<file path="config.mk">
export PLATFORM = sky130hd
export DESIGN_NAME = alu_arbiter
export DESIGN_NICKNAME = d
export VERILOG_FILES = /design/src/rtl/alu_arbiter.sv
export SDC_FILE = /design/constraint.sdc
export NUM_CORES = 1
export LEC_CHECK = 0
export CAP_MARGIN = 40
export CORE_MARGIN = 2
export CORE_UTILIZATION = 43
export CTS_BUF_LIST = sky130_fd_sc_hd__clkbuf_4 sky130_fd_sc_hd__clkbuf_8
export CTS_CLUSTER_SIZE = 16
export DETAILED_ROUTE_END_ITERATION = 10
export PLACE_DENSITY = 0.89
export SLEW_MARGIN = 40
export SYNTH_ARGS = -nofsm -noshare
export SYNTH_HDL_FRONTEND = slang
export SYNTH_SLANG_ARGS = --single-unit
</file>
<file path="constraint.sdc">
create_clock -name clk -period 4.94 [get_ports clk]
set_input_delay 1.235 -clock clk [delete_from_list [all_inputs] [get_ports clk]]
set_output_delay 1.235 -clock clk [all_outputs]
set_load 0.03 [all_outputs]
</file>
<file path="src/rtl/alu_arbiter.sv">
`default_nettype none
// +-------------------------------------------------------------------------+
// | Module   : alu_arbiter                                                  |
// | Brief    : Round-robin arbiter that shares one combinational ALU        |
// |            between two requesters, one transaction in flight.           |
// | Revision : 1.0 - initial release                                        |
// +-------------------------------------------------------------------------+
module alu_arbiter #(
  parameter int WIDTH = 32
) (
  input  logic             clk,
  input  logic             rst_n,
  input  logic             req0_valid,
  output logic             req0_ready,
  input  logic [WIDTH-1:0] req0_a,
  input  logic [WIDTH-1:0] req0_b,
  input  logic [3:0]       req0_op,
  input  logic             req1_valid,
  output logic             req1_ready,
  input  logic [WIDTH-1:0] req1_a,
  input  logic [WIDTH-1:0] req1_b,
  input  logic [3:0]       req1_op,
  output logic             resp0_valid,
  input  logic             resp0_ready,
  output logic             resp1_valid,
  input  logic             resp1_ready,
  output logic [WIDTH-1:0] resp_result,
  output logic             resp_zero,
  output logic             resp_err,
  output logic [WIDTH-1:0] alu_a,
  output logic [WIDTH-1:0] alu_b,
  output logic [3:0]       alu_control,
  input  logic [WIDTH-1:0] alu_result,
  input  logic             alu_zero
);

  typedef enum logic [1:0] {
    ST_IDLE = 2'd0,
    ST_EXEC = 2'd1,
    ST_RESP = 2'd2
  } state_t;

  state_t           r_state;
  state_t           w_state_nxt;
  logic             r_grant;
  logic             r_last;
  logic             r_illegal;
  logic [WIDTH-1:0] r_a;
  logic [WIDTH-1:0] r_b;
  logic [3:0]       r_op;

  logic             w_grant;
  logic             w_take;
  logic             w_resp_done;
  logic [WIDTH-1:0] w_a_in;
  logic [WIDTH-1:0] w_b_in;
  logic [3:0]       w_op_in;

  function automatic logic f_op_legal(input logic [3:0] op);
    case (op)
      4'b0000, 4'b0001, 4'b0010, 4'b0110, 4'b0111, 4'b1100: f_op_legal = 1'b1;
      default:                                              f_op_legal = 1'b0;
    endcase
  endfunction

  // On a tie the requester that was not granted last time wins.
  assign w_grant = (req0_valid && req1_valid) ? ~r_last : req1_valid;
  assign w_take  = (r_state == ST_IDLE) && (req0_valid || req1_valid);
  assign w_a_in  = w_grant ? req1_a  : req0_a;
  assign w_b_in  = w_grant ? req1_b  : req0_b;
  assign w_op_in = w_grant ? req1_op : req0_op;

  // Readiness is masked by rst_n so it drops the moment reset asserts.
  assign req0_ready = rst_n && w_take && !w_grant;
  assign req1_ready = rst_n && w_take &&  w_grant;

  assign resp0_valid = (r_state == ST_RESP) && !r_grant;
  assign resp1_valid = (r_state == ST_RESP) &&  r_grant;
  assign w_resp_done = (resp0_valid && resp0_ready) || (resp1_valid && resp1_ready);

  assign alu_a       = r_a;
  assign alu_b       = r_b;
  assign alu_control = r_illegal ? 4'b0000 : r_op;

  always_ff @(posedge clk or negedge rst_n) begin
    if (!rst_n) begin
      r_state <= ST_IDLE;
    end else begin
      r_state <= w_state_nxt;
    end
  end

  always_comb begin
    w_state_nxt = r_state;
    case (r_state)
      ST_IDLE: if (w_take)      w_state_nxt = ST_EXEC;
      ST_EXEC:                  w_state_nxt = ST_RESP;
      ST_RESP: if (w_resp_done) w_state_nxt = ST_IDLE;
      default:                  w_state_nxt = ST_IDLE;
    endcase
  end

  always_ff @(posedge clk or negedge rst_n) begin
    if (!rst_n) begin
      r_grant     <= 1'b0;
      r_last      <= 1'b1;
      r_illegal   <= 1'b0;
      r_a         <= '0;
      r_b         <= '0;
      r_op        <= 4'b0000;
      resp_result <= '0;
      resp_zero   <= 1'b0;
      resp_err    <= 1'b0;
    end else begin
      if (w_take) begin
        r_grant   <= w_grant;
        r_last    <= w_grant;
        r_a       <= w_a_in;
        r_b       <= w_b_in;
        r_op      <= w_op_in;
        r_illegal <= !f_op_legal(w_op_in);
      end
      if (r_state == ST_EXEC) begin
        resp_result <= r_illegal ? '0 : alu_result;
        resp_zero   <= r_illegal ? 1'b0 : alu_zero;
        resp_err    <= r_illegal;
      end
    end
  end

endmodule
`default_nettype wire

</file>
==> results.ini, run 1 <==
[synth]
synth_top_area_frac = 0.536
synth_largest_area_cell = dfrtp_1
synth_cell_types = 28
syn_area_per_cell_sq_um = 8.79
yosysWarnings = 0
netlist_top_cells_area = dfrtp_1, nand2_1, a31oi_1
netlist_area_sq_um = 4950
synth-seq-area-share = 0.541
synth-seq-cells = 107
syn-num-nets = 738
syn_inst = 563

[die]
die_area_sq_um = 12400
die_h_um = 111
pin_count = 281
core_sq_um = 11300
row_count = 39
die_x_um = 111
start_util = 0.437

[worst_hold_path]
hp-class = reg -> reg

[critical_path]
critPathMostFrequentCell = clkdlybuf4s50_1
worstPathRequired_ps = 3700
cp-start-kind = input pin
path_cells = clkdlybuf4s50_1, a21boi_4, and3_1, clkdlybuf4s50_1
crit_path_max_fanout = 4
cp.arrival_ps = 2810
worst_path_max_delay_cell = clkdlybuf4s50_1
critPathMaxStageDelay_ps = 700
path_class = in -> out
endpoint_kind = output pin

[clocking]
path_clk_slew_ps = 80
cts-resized-gates = 0
post_cts_buffers = 0
cts_tree = yes
cts_sinks = 107
clk_latency_ps = 360
cts_htree_levels = 3
clock-root-buffer = clkbuf_8
ctsHoldBuffers = 0
clock_path_buffers = 2
cts_inserted_buffers = 9

[route]
viasPerCell = 5.41
ant_nets = 0
wl_per_cell_um = 17.1
drt-initial-drc-count = 469
drc_errors = 0
routed_wl_mm = 16.4
drtPass1Iterations = 4
vias = 5185

[global_routing]
grt_pass1_vias = 5230
antenna_found_initial = 0
grt_pass1_wl_mm = 26.2
grt_max_degree = 80
grt_overflow = 0
grt_usage = 0.261

[finish]
syn2layout_area_growth_pct = 60.9
fill_cells = 820
antennaDiodeCount = 0
layout.nets = 985
layout-drive-gt1-share = 0.0454

[timing]
hold_viol_final = 0
tightest_slew_ps = 832
hold_ws_ps = 489
clock_skew_ps = 11.8
period_minus_slack_ps = 4040
finalCritPeriodShare = 0.818
max_freq_ghz = 0.247
finalSetupViolCount = 0
maxSlewViolCount = 0
fin_tns_setup_ps = 0
slew_headroom = 0.445
rsz0062_at_grt = no

[pwr]
power_mw = 5.00
leakage_nw = 3.27
power_density_nw_per_um2 = 629
ir_drop_mv = 0.371

[placed_design]
port_buffers = 280
gp_congestion = 0.863
place_hpwl_mm = 11.5

[status]
status = completed

[job]
maxCapViolations = 0

synth_stat cells:
library cell    n
a31oi_1        69
o2111ai_1       1
or2_2           2
and3_1          2
o221ai_1        1
a21boi_2        1
o211ai_1        1
a21bo_2         2
or2_1           1
buf_6           8
a21oi_1        71
nand3b_1        2
o21ai_1         1
xor2_1          2
nand2_1       170
o21ai_0        34
dfstp_2         1
nand2b_1       35
buf_1           1
mux2_2          2
buf_4           1
dfrtp_1       106
and2_4          1
nor2_1          3
inv_1           1
nor2b_1         4
clkbuf_1       34
buf_2           6
worst paths after layout:
check                                   to  slack, ps  depth (start not counted)             from
max reg2reg                       alu_b[6]       2430                          5       r_state[1]
min reg2reg                resp_result[24]        490                          2  resp_result[24]
max                             req1_ready        900                          4       req0_valid
min in group asynchronous         alu_a[2]        810                          1            rst_n
min                        resp_result[24]        490                          2  resp_result[24]
max in group asynchronous        r_illegal       3090                          2            rst_n
state kept, by name, indices dropped and copies added (netlist names):
name and count:
r_illegal 1, r_grant 1, resp_err 1, resp_zero 1, r_op 4, resp_result 32, r_last 1, r_state 2
alu_b 32, alu_a 32
where the power goes:
| part | internal, mW | leakage, nW | total (mW) | switching [mW] |
|---|---|---|---|---|
| registers | 1.29 | 1.26 | 1.57 | 0.277 |
| clock network | 0.303 | 0.107 | 0.588 | 0.285 |
| logic | 1.16 | 1.90 | 2.85 | 1.69 |
| total | 2.76 | 3.27 | 5.00 | 2.25 |
layer usage:
| layer | track usage | vias to the layer above | wire, um |
|---|---|---|---|
| met1 | 0.308 | 2494 | 6230 |
| met3 | 0.0847 | 41 | 1490 |
| li1 | - | 2400 | - |
| met5 | 0 | - | 0 |
| met4 | 0.100 | 0 | 584 |
| met2 | 0.443 | 250 | 8120 |
layout by cell type (no fill, tap or decap), drive strengths merged, types with 3 or more instances in the layout:
cell type	netlist	final
a31oi	69	69
a21oi	71	71
dfrtp	106	106
buf	16	8
o21ai	35	35
clkbuf	34	12
clkdlybuf4s50	0	278
nand2b	35	35
nand2	170	170
or2	3	3
nor2b	4	4
nor2	3	3
cell type report:
| cell class | instances | area [sq um] | share of cell area |
|---|---|---|---|
| multi-input cells | 405 | 2030 | 0.255 |
| flip-flops and latches | 107 | 2680 | 0.337 |
| repair buffers | 286 | 2850 | 0.358 |
| clock inverters | 4 | 75.1 | 0.00943 |
| inverters | 1 | 3.75 | 0.000472 |
| well taps | 143 | 179 | 0.0225 |
| clock buffers | 12 | 146 | 0.0184 |
through the flow:
| stage | area [sq um] | util | setup slack, ps | cells |
|---|---|---|---|---|
| final | 7960 | 0.703 | 898 | 958 |
| after global routing | 7960 | 0.703 | 858 | 958 |
| after CTS | 7960 | 0.703 | 902 | 958 |
| after detailed placement | 7740 | 0.684 | 904 | 942 |
| after global placement | 7730 | 0.683 | 933 | 942 |
| after floorplan | 4950 | - | 1540 | 563 |
worst max-delay path, delay by kind of cell:
kind                   cells  cell delay, ps
AO/OA/AOI/OAI              1             200
AND/OR/NAND/NOR            1             160
buffers and inverters      2            1210
cell families (layout without fill, tap and decap cells):
group / Yosys count / after routing / synth area share
buffers and inverters: 51 / 303 / 0.0531
XOR/XNOR: 2 / 2 / 0.00354
AO/OA/AOI/OAI: 181 / 181 / 0.206
flip-flops: 107 / 107 / 0.541
multiplexers: 2 / 2 / 0.00455
AND/OR/NAND/NOR: 220 / 220 / 0.192
(Power assumes the default switching activity.)
==> run 2: changes to the inputs <==
CORE_UTILIZATION = 36   (was 43)
PLACE_DENSITY = 0.79   (was 0.89)
clock period = 3.6 ns   (was 4.94 ns; I/O delays follow)
==> run 2 against run 1 <==
Utilization down 9.9 points. Largest power group unchanged. Global-route usage down 3.7 points. Register-to-register slack worse by 720 ps. First-iteration DRC count down 45%. Power up 40%. Highest routed layer unchanged. Clock power up 63%. Flip-flop and latch count unchanged.
==> results.ini, run 2 (synthesis results as in run 1) <==
[global_routing]
grt_pass1_wl_mm = 25.6
grt_usage = 0.224
grt_max_degree = 71
grt_pass1_vias = 4921
grt_overflow = 0
antenna_found_initial = 0

[clocking]
cts_inserted_buffers = 9
ctsHoldBuffers = 0
clock-root-buffer = clkbuf_8
post_cts_buffers = 0
clk_latency_ps = 380
cts-resized-gates = 0
cts_tree = yes
cts_htree_levels = 3
cts_sinks = 107
path_clk_slew_ps = 90
clock_path_buffers = 2

[timing]
rsz0062_at_grt = no
period_minus_slack_ps = 3160
maxSlewViolCount = 0
finalCritPeriodShare = 0.876
slew_headroom = 0.481
tightest_slew_ps = 778
hold_viol_final = 0
hold_ws_ps = 326
finalSetupViolCount = 0
clock_skew_ps = 13.8
max_freq_ghz = 0.317
fin_tns_setup_ps = 0

[die]
die_x_um = 121
pin_count = 281
die_h_um = 121
core_sq_um = 13300
row_count = 42
die_area_sq_um = 14700
start_util = 0.371

[finish]
antennaDiodeCount = 0
layout.nets = 988
layout_common_cells = clkdlybuf4s50_1, nand2_1, dfrtp_1
syn2layout_area_growth_pct = 62.9
final_common_cell = clkdlybuf4s50_1
layout-drive-gt1-share = 0.0489
fill_cells = 1185
utilization = 0.604

[placed_design]
place_hpwl_mm = 11.4
port_buffers = 280
gp_congestion = 0.765

[critical_path]
cp-start-kind = input pin
crit_path_max_fanout = 4
cp.arrival_ps = 2260
path_class = in -> out
worstPathRequired_ps = 2700
endpoint_kind = output pin

[pwr]
ir_drop_mv = 0.399
leakage_nw = 3.31
power_density_nw_per_um2 = 868

[status]
status = completed

[route]
vias = 5017
drc_errors = 0
drt-initial-drc-count = 258
ant_nets = 0
viasPerCell = 5.05
drtPass1Iterations = 4
wl_per_cell_um = 16.6
routed_wl_mm = 16.5

[worst_hold_path]
hp-class = in -> async

[job]
maxCapViolations = 0

run 2: cell count changes in the layout (fill, tap and decap cells not counted), sizes merged:
cell | before | now
buf | 8 | 12
bufinv | 2 | 4
clkbuf | 12 | 11
clkdlybuf4s50 | 278 | 277
clkinv | 0 | 1
clkinvlp | 2 | 0
run 2: metal layers:
metal  global-route usage  routed length [um]
met3               0.0827                1670
met5                    0                   0
met4               0.0862                 384
met2                0.369                7780
met1                0.268                6680
run 2: final cells by class:
class,instances,area (sq um),area share
timing repair buffer,289,2870,0.356
sequential,107,2680,0.332
multi-input combinational,405,2030,0.252
tap,176,220,0.0273
clock buffer,11,139,0.0172
clock inverter,5,125,0.0155
inverter,1,3.75,0.000466
run 2: metrics by stage:
stage | cell area (sq um) | worst slack (ps) | std cells | power (mW)
floorplan | 4950 | 871 | 563 | 4.46
global placement | 7790 | 495 | 978 | 6.03
detailed placement | 7790 | 438 | 978 | 6.10
CTS | 8060 | 443 | 994 | 7.06
global route | 8060 | 408 | 994 | 7.43
finish | 8060 | 445 | 994 | 7.00
run 2: where the power goes:
group | switching [mW] | internal (mW)
Sequential | 0.325 | 1.77
Clock | 0.410 | 0.547
Combinational | 2.34 | 1.60
Total | 3.08 | 3.92
run 2: worst max-delay path: stages:
cell             delay (ps)
clkdlybuf4s50_1         520
or2_2                   340
and2_4                  160
and3_1                  170
buf_4                   160
run 2: final timing paths:
check,from,end,slack (ps),cells after the start
min,rst_n,resp_result[1],330,1
min in group clk,resp_result[22],resp_result[22],490,2
max in group asynchronous,rst_n,alu_a[25],2470,2
max,req0_valid,req0_ready,440,5
max reg2reg,r_last,r_illegal,1710,4
min reg2reg,resp_result[22],resp_result[22],490,2
==> run 3: changes to the inputs <==
CAP_MARGIN = unset   (was 40)
CORE_MARGIN = 4   (was 2)
CTS_BUF_LIST = sky130_fd_sc_hd__clkbuf_8   (was sky130_fd_sc_hd__clkbuf_4 sky130_fd_sc_hd__clkbuf_8)
==> run 3 against run 2 <==
Die area rose by 6.7%. Combinational power about the same. Largest cell class unchanged. Largest power group unchanged. Sequential share of layout area is 0.11 points higher. Critical endpoint unchanged. Power fell by 1.1%. Via count down 0.98%.
==> results.ini, run 3 (synthesis results as in run 1) <==
[status]
status = completed

[die]
core_sq_um = 13300
row_count = 42
die_x_um = 125
die_h_um = 125
pin_count = 281
die_area_sq_um = 15700
start_util = 0.371

[finish]
antennaDiodeCount = 0
layout-drive-gt1-share = 0.0465
utilization = 0.602
seq_area_sq_um = 2680
syn2layout_area_growth_pct = 62.4
fill_cells = 1207
layout.nets = 988
layout_common_cells = clkdlybuf4s50_1, nand2_1, dfrtp_1
final_common_cell = clkdlybuf4s50_1
finalNonFillerCells = 993
multi_input_area_sq_um = 2030

[timing]
fin_tns_setup_ps = 0
maxSlewViolCount = 0
rsz0062_at_grt = no
hold_viol_final = 0
slew_headroom = 0.489
clock_skew_ps = 13.4
finalCritPeriodShare = 0.864
tightest_slew_ps = 766
finalSetupViolCount = 0
period_minus_slack_ps = 3110
max_freq_ghz = 0.321

[clocking]
clock-root-buffer = clkbuf_8
clock_path_buffers = 2
ctsHoldBuffers = 0
cts_tree = yes
path_clk_slew_ps = 100
post_cts_buffers = 0
cts_sinks = 107
clk_latency_ps = 380
cts-resized-gates = 0
cts_inserted_buffers = 9
cts_htree_levels = 3

[pwr]
netSwitchingFraction = 0.444
ir_drop_mv = 0.362
p_seq_frac = 0.301
power_density_nw_per_um2 = 862
p_clk_frac = 0.128
leakage_nw = 3.30
p_int_mw = 3.85
p_sw_mw = 3.07
comb_power_share = 0.571
power_mw = 6.92

[critical_path]
path_class = in -> out
worst_r2r_startpoint = r_state[0]
ff2ff_path_depth = 5
crit_path_max_fanout = 4
cp.arrival_ps = 2210
cp-start-kind = input pin
endpoint_kind = output pin
r2r_slack_ps = 1520
r2r-end = alu_b[9]
worstPathRequired_ps = 2700

[placed_design]
port_buffers = 280
gp_congestion = 0.784
dp.cells = 978
place_hpwl_mm = 11.4

[route]
wl_per_cell_um = 16.6
drtPass1Iterations = 4
routed_wl_mm = 16.4
drt-initial-drc-count = 231
viasPerCell = 5.00
drc_errors = 0
ant_nets = 0
vias = 4968

[global_routing]
grt_max_degree = 71
grt_usage = 0.206
antenna_found_initial = 0
grt_pass1_vias = 4885
grt_pass1_wl_mm = 26.0
grt_overflow = 0

[worst_hold_path]
hp-class = in -> async

[job]
maxCapViolations = 0

run 3: worst max path at each step:
| stage | start | end | slack (ps) | depth (start not counted) |
|---|---|---|---|---|
| 2_1_floorplan | req1_valid | req0_ready | 870 | 4 |
| 3_3_place_gp | req0_valid | req0_ready | 480 | 5 |
| 3_5_place_dp | req0_valid | req0_ready | 480 | 5 |
| 4_1_cts | req0_valid | req0_ready | 480 | 5 |
| 5_1_grt | req0_valid | req0_ready | 440 | 5 |
| 6_report | req0_valid | req0_ready | 490 | 5 |
run 3: cell type report:
cell class                 count  share of cell area
timing repair buffer         289               0.356
sequential                   107               0.333
multi-input combinational    405               0.253
tap                          176              0.0274
clock buffer                  10              0.0171
clock inverter                 5              0.0128
inverter                       1            0.000467
run 3: through the flow:
step,area (sq um),worst slack [ps],hold slack [ps]
2_1_floorplan,4950,871,507
3_3_place_gp,7790,482,462
3_5_place_dp,7790,482,470
4_1_cts,8040,479,391
5_1_grt,8040,443,405
6_report,8040,490,410
run 3: power groups by stage:
stage	clock, mW	sequential [mW]	combinational, mW
global placement	0	2.08	3.95
global route	0.955	2.16	4.25
detailed placement	0	2.11	3.98
floorplan	0	3.08	1.38
CTS	0.914	2.09	3.99
finish	0.887	2.08	3.95
run 3: critical path: stages:
cell             delay, ps
clkdlybuf4s50_1        490
or2_2                  320
and2_4                 160
and3_1                 170
buf_4                  160
run 3: routing by layer:
metal	GRT usage	wire, um
met1	0.245	6690
met2	0.340	7860
met3	0.0832	1670
met4	0.0714	222
met5	0	0
